**config.mk**
```make
export PLATFORM = sky130hd
export DESIGN_NAME = hf_tag_modulator
export DESIGN_NICKNAME = d
export VERILOG_FILES = /design/src/rtl/hf_tag_modulator_pkg.sv /design/src/rtl/hf_subcarrier_gen.sv /design/src/rtl/hf_tag_modulator.sv
export SDC_FILE = /design/constraint.sdc
export NUM_CORES = 1
export LEC_CHECK = 0
export CORE_UTILIZATION = 60
export CTS_CLUSTER_DIAMETER = 50
export DETAILED_ROUTE_END_ITERATION = 7
export GPL_ROUTABILITY_DRIVEN = 1
export PLACE_DENSITY = 0.88
export SLEW_MARGIN = 15
export SYNTH_ARGS = -nofsm -noshare
export SYNTH_HDL_FRONTEND = slang
export SYNTH_SLANG_ARGS = --single-unit
```
**constraint.sdc**
```tcl
create_clock -name ck_1356meg -period 2.87 [get_ports ck_1356meg]
set_input_delay 0.861 -clock ck_1356meg [delete_from_list [all_inputs] [get_ports ck_1356meg]]
set_output_delay 0.861 -clock ck_1356meg [all_outputs]
set_load 0.05 [all_outputs]
```
**src/rtl/hf_tag_modulator_pkg.sv**
```systemverilog
// Shared definitions for the HF tag-simulation transmitter: sequence codes,
// FSM states, byte record and default bit timing.
package hf_tag_modulator_pkg;

    localparam int BIT_PERIOD_DEF = 128;
    localparam int SUB_DIV_DEF    = 16;

    // FPGA major-mode code that routes this block onto the load-modulation path
    localparam logic [2:0] TAGSIM_MOD = 3'd3;

    typedef enum logic [1:0] { SEQ_D = 2'd0, SEQ_E = 2'd1, SEQ_F = 2'd2 } seq_e;
    typedef enum logic [2:0] { IDLE, START_WAIT, SOF, DATA, EOF } state_e;

    typedef struct packed {
        logic [7:0] data;
        logic       last;
    } tx_byte_t;

    // Nine on-air bits, LSB first: data then odd parity
    function automatic logic [8:0] frame_byte(input logic [7:0] data);
        return {~^data, data};
    endfunction

endpackage

```
**src/rtl/hf_subcarrier_gen.sv**
```systemverilog
// Bit-period counter and Manchester subcarrier encoder; mod_load lags the
// sequence decode by one register stage.
module hf_subcarrier_gen
    import hf_tag_modulator_pkg::*;
#(
    parameter int BIT_PERIOD = BIT_PERIOD_DEF,
    parameter int SUB_DIV    = SUB_DIV_DEF
) (
    input  logic ck_1356meg,
    input  logic nrst,
    input  logic run,
    input  seq_e seq,
    output logic bit_wrap,
    output logic mod_load
);

    localparam int CW = $clog2(BIT_PERIOD);
    localparam int SW = $clog2(SUB_DIV);

    logic [CW-1:0] bit_cnt;
    logic          half;
    logic          sub_phase;
    logic          active;

    assign half      = bit_cnt[CW-1];
    assign sub_phase = bit_cnt[SW-1];
    assign bit_wrap  = run && (bit_cnt == CW'(BIT_PERIOD - 1));

    always_comb begin
        active = 1'b0;
        case (seq)
            SEQ_D:   active = ~half;
            SEQ_E:   active = half;
            default: active = 1'b0;
        endcase
    end

    always_ff @(negedge ck_1356meg or negedge nrst) begin
        if (!nrst) begin
            bit_cnt  <= '0;
            mod_load <= 1'b0;
        end else begin
            bit_cnt  <= run ? bit_cnt + 1'b1 : '0;
            mod_load <= run & active & ~sub_phase;
        end
    end

endmodule

```
**src/rtl/hf_tag_modulator.sv**
```systemverilog
// ISO14443-A tag response transmitter: holding register, framing FSM and
// fc/16 subcarrier load modulation.
module hf_tag_modulator
    import hf_tag_modulator_pkg::*;
#(
    parameter int BIT_PERIOD  = BIT_PERIOD_DEF,
    parameter int SUB_DIV     = SUB_DIV_DEF,
    parameter int START_DELAY = 0
) (
    input  logic       ck_1356meg,
    input  logic       nrst,
    input  logic [7:0] tx_data,
    input  logic       tx_valid,
    input  logic       tx_last,
    output logic       tx_ready,
    output logic       mod_load,
    output logic       busy,
    output logic       frame_done,
    output logic       underrun
);

    localparam logic [9:0] WAIT_LAST = 10'((START_DELAY > 0) ? START_DELAY - 1 : 0);

    state_e     state;
    tx_byte_t   hold;
    logic       hold_valid;
    logic [8:0] shreg;
    logic       cur_last;
    logic [3:0] bit_idx;
    logic [9:0] wait_cnt;
    logic       accept;
    logic       run;
    logic       bit_wrap;
    seq_e       seq;

    assign tx_ready = ~hold_valid;
    assign accept   = tx_valid & ~hold_valid;
    assign run      = (state == SOF) || (state == DATA) || (state == EOF);

    always_comb begin
        seq = SEQ_F;
        case (state)
            SOF:     seq = SEQ_D;
            DATA:    seq = shreg[0] ? SEQ_D : SEQ_E;
            default: seq = SEQ_F;
        endcase
    end

    hf_subcarrier_gen #(
        .BIT_PERIOD (BIT_PERIOD),
        .SUB_DIV    (SUB_DIV)
    ) u_subcarrier (
        .ck_1356meg (ck_1356meg),
        .nrst       (nrst),
        .run        (run),
        .seq        (seq),
        .bit_wrap   (bit_wrap),
        .mod_load   (mod_load)
    );

    always_ff @(negedge ck_1356meg or negedge nrst) begin
        if (!nrst) begin
            state      <= IDLE;
            hold       <= '0;
            hold_valid <= 1'b0;
            shreg      <= '0;
            cur_last   <= 1'b0;
            bit_idx    <= '0;
            wait_cnt   <= '0;
            busy       <= 1'b0;
            frame_done <= 1'b0;
            underrun   <= 1'b0;
        end else begin
            frame_done <= 1'b0;
            underrun   <= 1'b0;
            if (accept) begin
                hold       <= '{data: tx_data, last: tx_last};
                hold_valid <= 1'b1;
            end
            case (state)
                IDLE: begin
                    // A byte parked after the previous frame's last byte starts the next frame
                    if (hold_valid || accept) begin
                        busy     <= 1'b1;
                        wait_cnt <= '0;
                        if (START_DELAY == 0) state <= SOF;
                        else                  state <= START_WAIT;
                    end else if (frame_done) begin
                        busy <= 1'b0;
                    end
                end
                START_WAIT: begin
                    if (wait_cnt == WAIT_LAST) state <= SOF;
                    else                       wait_cnt <= wait_cnt + 1'b1;
                end
                SOF: begin
                    if (bit_wrap) begin
                        shreg      <= frame_byte(hold.data);
                        cur_last   <= hold.last;
                        hold_valid <= 1'b0;
                        bit_idx    <= '0;
                        state      <= DATA;
                    end
                end
                DATA: begin
                    if (bit_wrap) begin
                        if (bit_idx != 4'd8) begin
                            shreg   <= {1'b0, shreg[8:1]};
                            bit_idx <= bit_idx + 1'b1;
                        end else if (cur_last) begin
                            state <= EOF;
                        end else if (hold_valid) begin
                            shreg      <= frame_byte(hold.data);
                            cur_last   <= hold.last;
                            hold_valid <= 1'b0;
                            bit_idx    <= '0;
                        end else begin
                            // Nothing to send next: truncate the frame rather than stall mid-air
                            underrun <= 1'b1;
                            state    <= EOF;
                        end
                    end
                end
                EOF: begin
                    if (bit_wrap) begin
                        frame_done <= 1'b1;
                        state      <= IDLE;
                    end
                end
                default: state <= IDLE;
            endcase
        end
    end

endmodule
```
==> Word-level counts from Yosys, hierarchy flattened <==
Index checks and enable logic that the tools add are counted.
{ "totals": {"regBits": 48, "in_bits": 12, "out_inout_bits": 5, "elab_cells": 105} }
{ "op_classes": {"addsub": 3, "n_eq_ne": 17, "n_mux": 50, "n_bitwise": 6, "n_reduce_logical": 16} }
{ "ops": {"columns": ["operator", "n"], "rows": [
  ["$mux 9", 5],
  ["$mux 3", 8],
  ["$mux 1", 21],
  ["$mux 10", 2],
  ["$mux 4", 5],
  ["$pmux 10 s2", 1],
  ["$pmux 9 s2", 1],
  ["$pmux 3 s5", 1],
  ["$ne 2x2->1 const B", 7],
  ["$add 10x1->10 const B", 1],
  ["$logic_not 10->1", 1],
  ["$pmux 4 s2", 1],
  ["$reduce_xnor 8->1", 1],
  ["$add 7x1->7 const B", 1],
  ["$eq 7x7->1 const B", 1],
  ["$mux 7", 1],
  ["$reduce_and 7->1", 1],
  ["$eq 3x2->1 const B", 2],
  ["$ne 3x2->1 const B", 2],
  ["$pmux 1 s2", 3],
  ["$reduce_bool 2->1", 3],
  ["$reduce_and 5->1", 1],
  ["$add 4x1->4 const B", 1],
  ["$ne 4x4->1 const B", 1],
  ["other kinds (14)", 20]
]} }

==> Longest topological paths before layout <==
{ "depth": {"depth_word": 8, "mapped_depth": 7, "ltp_nobuf": 6} }

==> Modules after synthesis <==
A second synthesis with hierarchy kept.
{ "unflattened": {"hier_cells": 238, "hier_area_um2": 2526.2} }
{ "modules_own_cells": {"columns": ["mod", "instances", "cells_each", "area_per_inst_um2", "seq_area_each_um2"], "rows": [
  ["hf_tag_modulator", 1, 207, 2170.8, 1001.0],
  ["hf_subcarrier_gen", 1, 31, 355.3, 200.2]
]} }

==> impl_metrics.env <==
export IMPL_status="complete, but fails checks"
export IMPL_violations="negative setup slack"
export IMPL_path_max_fanout=2
export IMPL_drc=0
export IMPL_finalWorstSetupSlack_ns=-0.349
export IMPL_num_rows=22
export IMPL_use_met3_pct=6.25
export IMPL_rsz0062_at_grt="yes"
export IMPL_synthCells=232
export IMPL_grt_pass1_wl_microns=8760
export IMPL_crit_path_end_kind="output port"
export IMPL_cts_sinks=48
export IMPL_synth_top_area_cell="dfrtn_1"
export IMPL_synthArstFlopShare_pct=100
export IMPL_slew_headroom_pct=54.1
export IMPL_die_w_microns=65.6
export IMPL_fin_area_sq_um=3020
export IMPL_hold_slack_ns=0.382
export IMPL_fin_setup_tns_ns=-3.05
export IMPL_place_gp_congestion=0.815
export IMPL_arrival_ns=2.36
export IMPL_drtIter0Drc=90
export IMPL_irDropWorstVdd_mv=0.358
export IMPL_gr_usage_all_layers_pct=27.2
export IMPL_path_clk_slew_ns=0.06
export IMPL_dpl_worst_slack_ns=-1.01
export IMPL_power_density_nw_per_um2=479
export IMPL_use_met1_pct=39.9
export IMPL_die_h_microns=65.6
export IMPL_initial_utilization_pct=64.3
export IMPL_tightest_slew_ns=0.680
export IMPL_hold_viol_final=0
export IMPL_synth_distinct_cells=45
export IMPL_first_global_vias=1834
export IMPL_routed_via_density=6.04
export IMPL_p_leak_nw=1.25
export IMPL_fin_util_pct=80.1
export IMPL_min_path_type="flop to flop"
export IMPL_required_ns=2.01
export IMPL_synth_flop_cell="dfrtn_1"
export IMPL_avgSynthCellArea_sq_um=10.4
export IMPL_final_layout_size_suffix_gt1_share_pct=22.7
export IMPL_finalNonFillerCells=308
export IMPL_synth_seq_cells=48
export IMPL_drv_slew=0
export IMPL_cts_root_buf="clkbuf_8"
export IMPL_finalPower_mw=1.45
export IMPL_synth_edff_count=0
export IMPL_grt_max_degree=49
export IMPL_crit_chain="inv_2 > buf_6"
export IMPL_dieArea_sq_um=4300
export IMPL_ys_seq_area_share_pct=49.6
export IMPL_vias=1861
export IMPL_synth_warning_count=0
export IMPL_tritoncts="built"
export IMPL_wirelength_microns=5040
export IMPL_path_class="flop to output port"
export IMPL_grt_use_met2_pct=39.7
export IMPL_cts_htree_levels=2
export IMPL_fin_worst_skew_ns=0.00621
export IMPL_yosys_area_top_type_share_pct=49.6
export IMPL_ant_nets=0
export IMPL_cts_hold_buf=0
export IMPL_design_final_nets=276
export IMPL_dpl_cell_area_sq_um=2800
export IMPL_synth_fp_nets=249
export IMPL_worst_setup_path_start_kind="flop"
export IMPL_core_area_sq_um=3770
export IMPL_crit_family="flip-flops"
export IMPL_wl_per_cell_microns=16.4
export IMPL_max_cap_violations=0
export IMPL_io_pins=17
export IMPL_finalSetupViolCount=25
export IMPL_synthesis_area_sq_um=2420
export IMPL_overflow=0
export IMPL_grt_busiest_layer="met1"
export IMPL_syn_to_final_growth_pct=24.7
export IMPL_diodes=0
export IMPL_numCtsBuffers=5
export IMPL_ys_top_cells_by_area="dfrtn_1, mux2_2, o21ai_0, xnor2_1, mux2i_1"
export IMPL_cp_slowest_stage_delay_ns=0.42
export IMPL_place_inst=298
export IMPL_hpwl_microns=3290
export IMPL_cts_buffer_depth=2
export IMPL_antenna_found_initial=0
export IMPL_port_buffers=16
export IMPL_crit_slowest_cell="dfrtn_1"
export IMPL_critPathBufInv=2
export IMPL_clock_latency_ns=0.30
export IMPL_first_pass_iters=4
[flip-flops by register name, indices dropped and copies added, names as in the netlist]
signal	cells
state	3
shreg	9
hold_valid	1
cur_last	1
u_subcarrier.bit_cnt	7
u_subcarrier.mod_load	1
underrun	1
bit_idx	4
wait_cnt	10
hold	9
busy	1
frame_done	1
[path summary, 6_finish.rpt]
path	startpoint	endpoint	slack, ns	depth (start not counted)
worst max register to register	state[0]	wait_cnt[8]	0.66	4
min in group asynchronous	nrst	busy	1.84	2
worst min-delay path	u_subcarrier.bit_cnt[0]	u_subcarrier.bit_cnt[0]	0.38	1
max in group asynchronous	nrst	hold[5]	0.75	2
worst max-delay path	hold_valid	tx_ready	-0.35	2
worst min register to register	u_subcarrier.bit_cnt[0]	u_subcarrier.bit_cnt[0]	0.38	1
[final cells by class]
class / count / area, sq um
flip-flops and latches: 48 / 1200
inverters: 7 / 26.3
well taps: 48 / 60.1
repair buffers: 29 / 338
fillers: 225 / 749
multi-input cells: 168 / 1310
clock buffers: 8 / 90.1
[power breakdown]
part	leakage [nW]	internal (mW)	switching, mW
Combinational	0.576	0.132	0.109
Sequential	0.629	0.741	0.0573
Clock	0.0455	0.197	0.211
Total	1.25	1.07	0.378
[cells in the mapped netlist, types with 2 or more instances]
master     n
nor3_1     7
inv_1      7
buf_2      4
o21ai_0   20
nand3b_1   2
o31ai_1    2
nor4_1     2
ha_1       5
and3_1     2
clkbuf_1   4
dfrtn_1   48
a21o_1     2
or3_1      8
nand2b_1   5
nand3_1   12
mux2i_1    8
xnor2_1   11
mux2_2    11
o221a_1    3
a21oi_1    5
xor2_1     7
nand2_1   11
nor2b_1    4
nor2_1    21
[placed cells by master, fill, tap and decap left out, types with 3 or more instances in the layout]
cell,synthesis,final
dfrtn_1,48,48
o21ai_0,20,19
nor2_1,21,14
nand3_1,12,12
nand2_1,11,11
xnor2_1,11,10
mux2_4,0,10
clkdlybuf4s50_1,0,9
mux2i_1,8,8
buf_6,1,8
or3_1,8,7
xor2_1,7,7
inv_1,7,6
clkbuf_8,0,6
a21oi_1,5,5
nand2b_1,5,5
nor3_1,7,5
nor2_2,1,5
ha_1,5,5
buf_12,0,5
buf_4,0,5
nor2b_1,4,3
nor2_4,0,3
nor3_4,0,3
o221a_1,3,3
[cell families after synthesis]
family	count (synthesis)	synth area share, %
simple gates	87	19.6
flops	48	49.6
compound gates	39	10.4
mux	19	8.42
xor+xnor	18	6.50
buf+inv	16	2.99
fa+ha+maj	5	2.58
[metal layers]
layer	vias to the layer above	wire length (microns)	share of wire [%]
li1	875	-	-
met1	936	2370	47
met2	43	2420	48
met3	7	195	3.9
met4	0	57	1.1
met5	-	0	0
[timing repair]
| item | 4_1_cts | 5_1_grt |
|---|---|---|
| pin swaps | 5 | 8 |
| setup endpoints to repair | 29 | 26 |
| resized for setup | 28 | 11 |
| gates cloned | 1 | 0 |
| buffers inserted | 2 | 0 |
(Power assumes the default switching activity.)
